$ cat config.mk
export PLATFORM = sky130hd
export DESIGN_NAME = rom_download_ctrl_flat
export DESIGN_NICKNAME = d
export VERILOG_FILES = /design/src/rtl/rom_download_ctrl_pkg.sv /design/src/rtl/rom_download_ctrl_if.sv /design/src/rtl/rom_download_ctrl_decode.sv /design/src/rtl/rom_download_ctrl.sv /design/src/flat_wrapper.sv
export SDC_FILE = /design/constraint.sdc
export NUM_CORES = 1
export LEC_CHECK = 0
export BUFFER_PORTS_ARGS = -buffer_cell sky130_fd_sc_hd__buf_2
export CAP_MARGIN = 20
export CORE_AREA = 10 10 120 122
export CTS_CLUSTER_SIZE = 25
export DETAILED_ROUTE_END_ITERATION = 8
export DIE_AREA = 0 0 130 132
export GPL_ROUTABILITY_DRIVEN = 0
export PLACE_DENSITY = 0.53
export SLEW_MARGIN = 20
export SYNTH_ARGS = -nofsm -noshare
export SYNTH_HDL_FRONTEND = slang
export SYNTH_HIERARCHICAL = 1
export SYNTH_SLANG_ARGS = --single-unit
$ cat constraint.sdc
create_clock -name CLK_DL -period 6.8 [get_ports CLK_DL]
set_clock_uncertainty 0.15 [all_clocks]
set_input_delay 0.34 -clock CLK_DL [delete_from_list [all_inputs] [get_ports CLK_DL]]
set_output_delay 0.34 -clock CLK_DL [all_outputs]
set_load 0.01 [all_outputs]
$ cat src/rtl/rom_download_ctrl_pkg.sv
// Shared types and constants for the Blue Print ROM download sequencer.
// Region numbers are 4 KB slots taken from ioctl_addr[24:12].
package blueprint_rom_pkg;

   typedef enum logic [1:0] {
      StArm,
      StIdle,
      StLoad,
      StCheck
   } state_e;

   localparam int unsigned REG_MAIN1 = 0;
   localparam int unsigned REG_MAIN2 = 1;
   localparam int unsigned REG_MAIN3 = 2;
   localparam int unsigned REG_MAIN4 = 3;
   localparam int unsigned REG_MAIN5 = 4;
   localparam int unsigned REG_TILE0 = 5;
   localparam int unsigned REG_TILE1 = 6;
   localparam int unsigned REG_SPR_R = 7;
   localparam int unsigned REG_SPR_B = 8;
   localparam int unsigned REG_SPR_G = 9;
   localparam int unsigned REG_SND0  = 0;
   localparam int unsigned REG_SND1  = 1;

   localparam int unsigned NUM_MAIN_CS = 10;
   localparam int unsigned NUM_SND_CS  = 2;
   localparam int unsigned NUM_CS      = NUM_MAIN_CS + NUM_SND_CS;
   localparam int unsigned CNT_W       = 17;

   localparam int unsigned MAIN_SIZE_DEF = 'hA000;
   localparam int unsigned SND_SIZE_DEF  = 'h2000;

   // Combined vector: bits [9:0] are index-0 regions, bits [11:10] the sound regions.
   function automatic logic [NUM_CS-1:0] region_onehot(input logic idx, input logic [12:0] region);
      logic [NUM_CS-1:0] oh;
      oh = '0;
      if (!idx) begin
         if (region < 13'(NUM_MAIN_CS)) oh = NUM_CS'(1) << region[3:0];
      end else begin
         if (region < 13'(NUM_SND_CS)) oh = NUM_CS'(1) << (4'(NUM_MAIN_CS) + {3'b000, region[0]});
      end
      return oh;
   endfunction

endpackage

$ cat src/rtl/rom_download_ctrl_if.sv
// ioctl download stream in, ROM write port and status out.
interface rom_download_ctrl_if;

   logic        ioctl_download;
   logic [7:0]  ioctl_index;
   logic        ioctl_wr;
   logic [24:0] ioctl_addr;
   logic [7:0]  ioctl_dout;

   logic [24:0] dl_addr;
   logic [7:0]  dl_data;
   logic        dl_wr;
   logic [9:0]  main_cs;
   logic [1:0]  snd_cs;
   logic        rom_ready;
   logic        core_reset_n;
   logic        load_error;

   modport master (
      output ioctl_download, ioctl_index, ioctl_wr, ioctl_addr, ioctl_dout,
      input  dl_addr, dl_data, dl_wr, main_cs, snd_cs, rom_ready, core_reset_n, load_error
   );

   modport slave (
      input  ioctl_download, ioctl_index, ioctl_wr, ioctl_addr, ioctl_dout,
      output dl_addr, dl_data, dl_wr, main_cs, snd_cs, rom_ready, core_reset_n, load_error
   );

endinterface

$ cat src/rtl/rom_download_ctrl_decode.sv
// Combinational decode of a download address into one-hot ROM selects.
module rom_region_decode
   import blueprint_rom_pkg::*;
#(
   parameter int unsigned MAIN_SIZE = MAIN_SIZE_DEF,
   parameter int unsigned SND_SIZE  = SND_SIZE_DEF
) (
   input  logic        snd_sel_i,
   input  logic [24:0] addr_i,
   output logic [9:0]  main_cs_o,
   output logic [1:0]  snd_cs_o,
   output logic        in_range_o
);

   logic [NUM_CS-1:0] oh;
   logic [24:0]       limit;

   always_comb begin
      limit      = snd_sel_i ? 25'(SND_SIZE) : 25'(MAIN_SIZE);
      oh         = region_onehot(snd_sel_i, addr_i[24:12]);
      in_range_o = (addr_i < limit) && (oh != '0);
      main_cs_o  = in_range_o ? oh[9:0] : '0;
      snd_cs_o   = in_range_o ? oh[11:10] : '0;
   end

endmodule

$ cat src/rtl/rom_download_ctrl.sv
// Download sequencer: routes ioctl bytes to ROM regions, checks set sizes and
// holds the core in reset until both index sets are loaded correctly.
module rom_download_ctrl
   import blueprint_rom_pkg::*;
#(
   parameter int unsigned MAIN_SIZE = MAIN_SIZE_DEF,
   parameter int unsigned SND_SIZE  = SND_SIZE_DEF,
   parameter int unsigned MAIN_IDX  = 0,
   parameter int unsigned SND_IDX   = 1
) (
   input logic               CLK_DL,
   input logic               RESET_N,
   rom_download_ctrl_if.slave bus_io
);

   state_e                 state_q, state_d;
   logic                   snd_sel_q, snd_sel_d;
   logic [1:0][CNT_W-1:0]  cnt_q, cnt_d;
   logic [1:0]             loaded_q, loaded_d;
   logic [1:0]             err_q, err_d;
   logic                   ovf_q, ovf_d;
   logic                   dl_wr_q, dl_wr_d;
   logic [24:0]            dl_addr_q, dl_addr_d;
   logic [7:0]             dl_data_q, dl_data_d;
   logic [9:0]             main_cs_q, main_cs_d;
   logic [1:0]             snd_cs_q, snd_cs_d;
   logic                   rom_ready_q, rom_ready_d;
   logic                   core_reset_n_q, core_reset_n_d;

   logic                   is_main, is_snd, wr_acc;
   logic [CNT_W-1:0]       size_sel;
   logic [9:0]             dec_main_cs;
   logic [1:0]             dec_snd_cs;
   logic                   dec_in_range;

   rom_region_decode #(
      .MAIN_SIZE (MAIN_SIZE),
      .SND_SIZE  (SND_SIZE)
   ) u_decode (
      .snd_sel_i  (snd_sel_q),
      .addr_i     (bus_io.ioctl_addr),
      .main_cs_o  (dec_main_cs),
      .snd_cs_o   (dec_snd_cs),
      .in_range_o (dec_in_range)
   );

   assign is_main  = (bus_io.ioctl_index == 8'(MAIN_IDX));
   assign is_snd   = (bus_io.ioctl_index == 8'(SND_IDX));
   assign size_sel = snd_sel_q ? CNT_W'(SND_SIZE) : CNT_W'(MAIN_SIZE);

   always_comb begin
      state_d   = state_q;
      snd_sel_d = snd_sel_q;
      cnt_d     = cnt_q;
      loaded_d  = loaded_q;
      err_d     = err_q;
      ovf_d     = ovf_q;
      dl_wr_d   = 1'b0;
      main_cs_d = '0;
      snd_cs_d  = '0;
      dl_addr_d = dl_addr_q;
      dl_data_d = dl_data_q;
      wr_acc    = 1'b0;

      unique case (state_q)
         StArm: begin
            if (!bus_io.ioctl_download) state_d = StIdle;
         end
         StIdle: begin
            if (bus_io.ioctl_download && (is_main || is_snd)) begin
               snd_sel_d          = is_snd;
               cnt_d[is_snd]      = '0;
               loaded_d[is_snd]   = 1'b0;
               ovf_d              = 1'b0;
               state_d            = StLoad;
            end
         end
         StLoad: begin
            // A byte arriving with the falling download still belongs to this load.
            wr_acc = bus_io.ioctl_wr;
            if (!bus_io.ioctl_download) state_d = StCheck;
         end
         StCheck: begin
            if ((cnt_q[snd_sel_q] == size_sel) && !ovf_q) begin
               loaded_d[snd_sel_q] = 1'b1;
               err_d[snd_sel_q]    = 1'b0;
            end else begin
               err_d[snd_sel_q]    = 1'b1;
            end
            state_d = StIdle;
         end
         default: state_d = StArm;
      endcase

      if (wr_acc) begin
         if (cnt_q[snd_sel_q] != '1) cnt_d[snd_sel_q] = cnt_q[snd_sel_q] + CNT_W'(1);
         if (dec_in_range) begin
            dl_wr_d   = 1'b1;
            main_cs_d = dec_main_cs;
            snd_cs_d  = dec_snd_cs;
            dl_addr_d = bus_io.ioctl_addr;
            dl_data_d = bus_io.ioctl_dout;
         end else begin
            ovf_d = 1'b1;
         end
      end

      rom_ready_d    = &loaded_d;
      core_reset_n_d = rom_ready_d & ~bus_io.ioctl_download;
   end

   always_ff @(posedge CLK_DL) begin
      if (!RESET_N) begin
         state_q        <= StArm;
         snd_sel_q      <= 1'b0;
         cnt_q          <= '0;
         loaded_q       <= '0;
         err_q          <= '0;
         ovf_q          <= 1'b0;
         dl_wr_q        <= 1'b0;
         dl_addr_q      <= '0;
         dl_data_q      <= '0;
         main_cs_q      <= '0;
         snd_cs_q       <= '0;
         rom_ready_q    <= 1'b0;
         core_reset_n_q <= 1'b0;
      end else begin
         state_q        <= state_d;
         snd_sel_q      <= snd_sel_d;
         cnt_q          <= cnt_d;
         loaded_q       <= loaded_d;
         err_q          <= err_d;
         ovf_q          <= ovf_d;
         dl_wr_q        <= dl_wr_d;
         dl_addr_q      <= dl_addr_d;
         dl_data_q      <= dl_data_d;
         main_cs_q      <= main_cs_d;
         snd_cs_q       <= snd_cs_d;
         rom_ready_q    <= rom_ready_d;
         core_reset_n_q <= core_reset_n_d;
      end
   end

   assign bus_io.dl_wr        = dl_wr_q;
   assign bus_io.dl_addr      = dl_addr_q;
   assign bus_io.dl_data      = dl_data_q;
   assign bus_io.main_cs      = main_cs_q;
   assign bus_io.snd_cs       = snd_cs_q;
   assign bus_io.rom_ready    = rom_ready_q;
   assign bus_io.core_reset_n = core_reset_n_q;
   assign bus_io.load_error   = |err_q;

endmodule

$ cat src/flat_wrapper.sv
// flat-port wrapper written by rule: the top's interface ports become plain ports
module rom_download_ctrl_flat import blueprint_rom_pkg::*;
#(
   parameter int unsigned MAIN_SIZE = MAIN_SIZE_DEF,
   parameter int unsigned SND_SIZE  = SND_SIZE_DEF,
   parameter int unsigned MAIN_IDX  = 0,
   parameter int unsigned SND_IDX   = 1
)
  (CLK_DL, RESET_N, bus_io_ioctl_download, bus_io_ioctl_index, bus_io_ioctl_wr, bus_io_ioctl_addr, bus_io_ioctl_dout, bus_io_dl_addr, bus_io_dl_data, bus_io_dl_wr, bus_io_main_cs, bus_io_snd_cs, bus_io_rom_ready, bus_io_core_reset_n, bus_io_load_error);
  rom_download_ctrl_if bus_io_i ();
  input logic CLK_DL;
  input logic RESET_N;
  input wire logic [$bits(bus_io_i.ioctl_download)-1:0] bus_io_ioctl_download;
  input wire logic [$bits(bus_io_i.ioctl_index)-1:0] bus_io_ioctl_index;
  input wire logic [$bits(bus_io_i.ioctl_wr)-1:0] bus_io_ioctl_wr;
  input wire logic [$bits(bus_io_i.ioctl_addr)-1:0] bus_io_ioctl_addr;
  input wire logic [$bits(bus_io_i.ioctl_dout)-1:0] bus_io_ioctl_dout;
  output wire logic [$bits(bus_io_i.dl_addr)-1:0] bus_io_dl_addr;
  output wire logic [$bits(bus_io_i.dl_data)-1:0] bus_io_dl_data;
  output wire logic [$bits(bus_io_i.dl_wr)-1:0] bus_io_dl_wr;
  output wire logic [$bits(bus_io_i.main_cs)-1:0] bus_io_main_cs;
  output wire logic [$bits(bus_io_i.snd_cs)-1:0] bus_io_snd_cs;
  output wire logic [$bits(bus_io_i.rom_ready)-1:0] bus_io_rom_ready;
  output wire logic [$bits(bus_io_i.core_reset_n)-1:0] bus_io_core_reset_n;
  output wire logic [$bits(bus_io_i.load_error)-1:0] bus_io_load_error;
  assign bus_io_i.ioctl_download = bus_io_ioctl_download;
  assign bus_io_i.ioctl_index = bus_io_ioctl_index;
  assign bus_io_i.ioctl_wr = bus_io_ioctl_wr;
  assign bus_io_i.ioctl_addr = bus_io_ioctl_addr;
  assign bus_io_i.ioctl_dout = bus_io_ioctl_dout;
  assign bus_io_dl_addr = bus_io_i.dl_addr;
  assign bus_io_dl_data = bus_io_i.dl_data;
  assign bus_io_dl_wr = bus_io_i.dl_wr;
  assign bus_io_main_cs = bus_io_i.main_cs;
  assign bus_io_snd_cs = bus_io_i.snd_cs;
  assign bus_io_rom_ready = bus_io_i.rom_ready;
  assign bus_io_core_reset_n = bus_io_i.core_reset_n;
  assign bus_io_load_error = bus_io_i.load_error;
  rom_download_ctrl #(.MAIN_SIZE(MAIN_SIZE), .SND_SIZE(SND_SIZE), .MAIN_IDX(MAIN_IDX), .SND_IDX(SND_IDX)) u_core (.CLK_DL(CLK_DL), .RESET_N(RESET_N), .bus_io(bus_io_i));
endmodule
* Word level (Yosys, flattened, before mapping) *
Cells that the tools add are included.
Widths: inputs -> output; s select.

storage, ports and cells
  flip-flop bits (word level) = 90
  bits in latches = 0
  RAM bits = 0
  bits in read-only memories = 0
  input port bits = 45
  output and inout bits = 49
  logic and storage cells = 95
  memories = 0

operators by class
  add/subtract/negate cells = 2
  multipliers = 0
  div/mod/pow operators = 0
  magnitude comparators = 7
  equality and inequality tests = 9
  shift-type cells = 2
  mux-type cells = 34
  bitwise operators = 10
  reductions and logical operators = 17

operator list
  cell                   number
  $mux 34                4
  $mux 17                4
  $mux 12                3
  $and 34x34->34         1
  $bwmux 34              1
  $demux 17 s1           2
  $not 34->34            1
  $mux 16                2
  $lt 25x25->1           1
  $shl 1x4->12 const A   2
  $add 17x1->17 const B  1
  $eq 17x17->1           1
  $ne 17x17->1 const B   1
  $lt 13x2->1 const B    1
  $lt 13x4->1 const B    1
  $mux 2                 6
  $reduce_bool 12->1     1
  $eq 8x1->1 const B     1
  $logic_not 8->1        1
  $mux 1                 8
  $pmux 2 s4             1
  $reduce_and 2->1       4
  $reduce_and 3->1       2
  $logic_and 1x1->1      5
  other kinds (18)       26

* Depth between registers and ports, before layout *
  word-level depth = 12
  depth in mapped cells = 20
  depth with buffers taken out = 14

* Hierarchy *
Netlist, hierarchy kept.

by module, submodules not included
  module             times used  cells an instance  area each (um2)  sequential area each (um2)
  rom_download_ctrl  1           476                3917.5           1801.7
  rom_region_decode  1           32                 229.0            0.0

* Worst setup path after synthesis *
Ideal clock, no wire load.

  kind = flip-flop to flip-flop
  from = register u_core.snd_sel_q
  to = register u_core/cnt_q[28] (netlist name)
  library setup time = 0.126 ns
  arrival = 3.493 ns
  data required time = 6.524 ns
  path slack = 3.031 ns
  stages on the path, launching flop included = 20
  buffers on the path = 6
  period minus slack after synthesis = 3.769 ns
  path through = dfxtp_1 buf_4 buf_2 buf_2 mux2i_1 inv_1 ha_1 inv_1 a211oi_1 buf_2 nand2_1 nor3_1 ha_1 and4b_1 clkbuf_1 nand2_1 clkbuf_1 a31oi_1 o21ai_1 o31ai_1

between the ends
  word-level cells in the longest chain between the ends = 7
  elaborated cells between the ends (all ways) = 12
  classes of those cells = add/sub (1); order compare (2); eq/ne (1); mux (7); reduce/logical (1)

ends and longest elaborated chain
  item                                                                   RTL line                  source
  start: declaration                                                     rom_download_ctrl.sv:17   logic snd_sel_q, snd_sel_d;
  start signal: assignment                                               rom_download_ctrl.sv:129  snd_sel_q <= snd_sel_d;
  parallel branches: the longest is 5 deep, another holds $add 17x1->17  -
  $mux 34 (*)                                                            rom_download_ctrl.sv:96   if (cnt_q[snd_sel_q] != '1) cnt_d[snd_sel_q] = cnt_q[snd_sel_q] + CNT_W'(1);
  $mux 34 (*)                                                            rom_download_ctrl.sv:95   if (wr_acc) begin
  end signal: assignment                                                 rom_download_ctrl.sv:130  cnt_q <= cnt_d;
  end: declaration                                                       rom_download_ctrl.sv:18   logic [1:0][CNT_W-1:0] cnt_q, cnt_d;

Every way passes the cells marked *. The select of a mux whose other input is x is not followed.
A chain may end at the register's enable or synchronous reset.

* Worst setup path after layout *
  from = register u_core.snd_sel_q
  to = register u_core/cnt_q[3] (netlist name)

Same word-level chain as after synthesis.

==> results.json <==
{
  "synth-edff-count": 0,
  "syn_nets": 561,
  "grt_pass1_vias": 3746,
  "n_antenna_cell": 0,
  "chipHeight_um": 132,
  "routed_wl_mm": 11.7,
  "min_path_type": "in2reg",
  "arrival_ns": 4.25,
  "tritoncts": "done",
  "fin_setup_tns_ns": 0,
  "crit_fanout": 35,
  "p_leak_nw": 2.02,
  "fp.coreArea_sq_mm": 0.0119,
  "outcome": "finished clean",
  "ios": 94,
  "initial_core_util_pct": 34.8,
  "port_buffers": 93,
  "grt_max_degree": 46,
  "synth_cells": 508,
  "hold_violations": 0,
  "ctsResizeCount": 0,
  "gr-total-overflow": 0,
  "drc": 0,
  "drive_gt1_share_pct": 22.2,
  "layout_commonest_cell": "nand2_1",
  "dr.pass1.iters": 4,
  "period_minus_slack_ns": 4.11,
  "power.density_mw_per_mm2": 224,
  "vias_per_cell": 5.20,
  "grt_pass1_wl_mm": 19.1,
  "rows": 40,
  "hpwlAfterDp_mm": 8.66,
  "ys_ff_latch": 90,
  "slowest_stage": "a221oi_2",
  "startpoint_type": "flop",
  "vias": 3830,
  "insertion_delay_ns": 0.35,
  "drtIter0Drc": 242,
  "postCtsSetupRepairBufs": 0,
  "placed_cell_area_sq_mm": 0.00470,
  "final_nets": 638,
  "grtUsageTotal_pct": 13.8,
  "worstSetupEndpointType": "flop",
  "max_cap_violations": 0,
  "period_share_pct": 60.4,
  "cp.required_ns": 6.94,
  "fillCellCount": 1231,
  "syn_area_per_cell_sq_um": 8.16,
  "instances_no_fill": 737,
  "clockRootBuffer": "clkbuf_16",
  "max_slew_margin_pct": 45.1,
  "fin_area_sq_mm": 0.00500,
  "cts_buffers": 9,
  "crit_family": "compound AO/OA/AOI/OAI gates",
  "setup_viol": 0,
  "synthArstFlopShare_pct": 0,
  "path_cells": "buf_4 -> nand3_1 -> a221oi_2 -> nand2_1 -> nor3_1 -> ha_1 -> nand4bb_1 -> o21ai_0 -> a21boi_0 -> o21a_1",
  "path_class": "reg2reg",
  "antenna_found_initial": 1,
  "path_buf_inv": 1,
  "synth_top_area_share_pct": 43.5,
  "path_clk_slew_ns": 0.07,
  "cp_slowest_stage_delay_ns": 0.76,
  "ctsHoldBuffers": 0,
  "die-area_sq_mm": 0.0172,
  "die_x_um": 130,
  "htree_num_levels": 3,
  "wl_per_cell_um": 15.8,
  "yosys_warnings": 6,
  "synth.area.top_cells": "dfxtp_1 43%, nand2_1 8.5%, a21oi_1 7.2%",
  "place_inst": 721,
  "ir_drop_uv": 93.5,
  "final-max-slew-violation-count": 0,
  "clk_path_buf_depth": 2,
  "ant_nets": 0,
  "yosysTopAreaCell": "dfxtp_1",
  "ys_seq_area_share_pct": 43.5,
  "rsz0062_at_grt": "false",
  "synth.cell_area_sq_mm": 0.00415,
  "clkSinkCount": 90,
  "synthDistinctLibCells": 63,
  "fmax_mhz": 244,
  "layout_common_cells": "94 x nand2_1, 93 x buf_2, 90 x dfxtp_1",
  "syn_to_final_growth_pct": 20.5,
  "worst_slew_pin_slew_ns": 0.824,
  "synth_ff_type": "dfxtp_1"
}
through the flow:
step	hold slack, ns	utilization (%)	worst slack, ns	total power [mW]
floorplan	0.260	-	3.03	0.594
global placement	0.288	39.4	2.89	0.622
detailed placement	0.293	39.4	2.79	0.625
CTS	0.0495	42.0	2.72	1.14
global route	0.0558	42.0	2.25	1.17
finish	0.0615	42.0	2.69	1.12
power by group:
part,switching [mW],internal [mW],leakage [nW]
logic,0.0467,0.0304,1.15
registers,0.00389,0.532,0.725
clock network,0.219,0.288,0.151
sequential cells by signal (all words and copies together) (netlist names), named ones only:
| register | flops |
|---|---|
| u_core/cnt_q | 34 |
| u_core/bus_io.dl_addr | 25 |
| u_core/bus_io.main_cs | 10 |
| u_core/bus_io.dl_data | 8 |
| u_core/bus_io.snd_cs | 2 |
| u_core/loaded_q | 2 |
| u_core/state_q | 2 |
| u_core/bus_io.core_reset_n | 1 |
| u_core/bus_io.dl_wr | 1 |
| u_core/bus_io.rom_ready | 1 |
| u_core/ovf_q | 1 |
| u_core/snd_sel_q | 1 |
Yosys cell counts (all sizes together) (2+ instances only):
library cell,n
nand2,94
dfxtp,90
a21oi,60
nor2,39
o21ai,26
clkbuf,25
and3,15
nand3,15
inv,12
nor3,11
a31oi,9
buf,8
ha,8
mux2i,8
o31ai,8
nand3b,7
nor4,7
nand4,5
or3,5
o21a,4
a22oi,3
a311oi,3
nand2b,3
nor4b,3
a211oi,2
a21boi,2
a32o,2
and2,2
and4,2
and4b,2
mux2,2
nor2b,2
nor3b,2
or2,2
xor2,2
area by class of cell:
type | count | area, sq um | share of cell area [%]
Timing Repair Buffer | 99 | 510 | 10.2
Inverter | 12 | 45.0 | 0.901
Tap cell | 147 | 184 | 3.68
Clock inverter | 7 | 75.1 | 1.50
Multi-Input combinational cell | 373 | 2160 | 43.1
Sequential cell | 90 | 1800 | 36.1
Clock buffer | 9 | 225 | 4.51
kinds of logic (layout without fill, tap and decap cells):
group           Yosys count  in the layout  synth area share, %
simple gates            222            222                 27.2
compound gates          130            130                 18.9
flops                    90             90                 43.5
buf+inv                  45            127                 4.56
mux                      10             10                 2.78
fa+ha+maj                 8              8                 2.41
xor+xnor                  3              3                0.634
layer usage:
| layer | global-route usage [%] | part of all wire, % | vias to the layer above |
|---|---|---|---|
| li1 | - | - | 1955 |
| met1 | 17.2 | 45 | 1785 |
| met4 | 5.81 | 1.7 | 0 |
| met3 | 3.62 | 5.8 | 11 |
| met2 | 21.7 | 47 | 79 |
| met5 | 0 | 0 | - |
worst register-to-register path: cells and delay by family (launching register included):
| kind | cells | cell delay, ns |
|---|---|---|
| flops | 1 | 0.62 |
| buf+inv | 1 | 0.44 |
| simple gates | 4 | 1.14 |
| compound gates | 4 | 1.47 |
| fa+ha+maj | 1 | 0.23 |
path summary, 6_finish.rpt:
check	from	to	slack, ns	cells after the start
worst min-delay path	bus_io_ioctl_download	u_core/bus_io.core_reset_n$_SDFF_PN0_	0.06	2
worst max register to register	u_core/snd_sel_q$_SDFFE_PN0P_	u_core/cnt_q[3]$_SDFF_PN0_	2.69	10
worst max-delay path	u_core/snd_sel_q$_SDFFE_PN0P_	u_core/cnt_q[3]$_SDFF_PN0_	2.69	10
worst min register to register	u_core/bus_io.dl_data[3]$_SDFFE_PN0P_	u_core/bus_io.dl_data[3]$_SDFFE_PN0P_	0.30	2
Power figures use the tool's default switching activity.
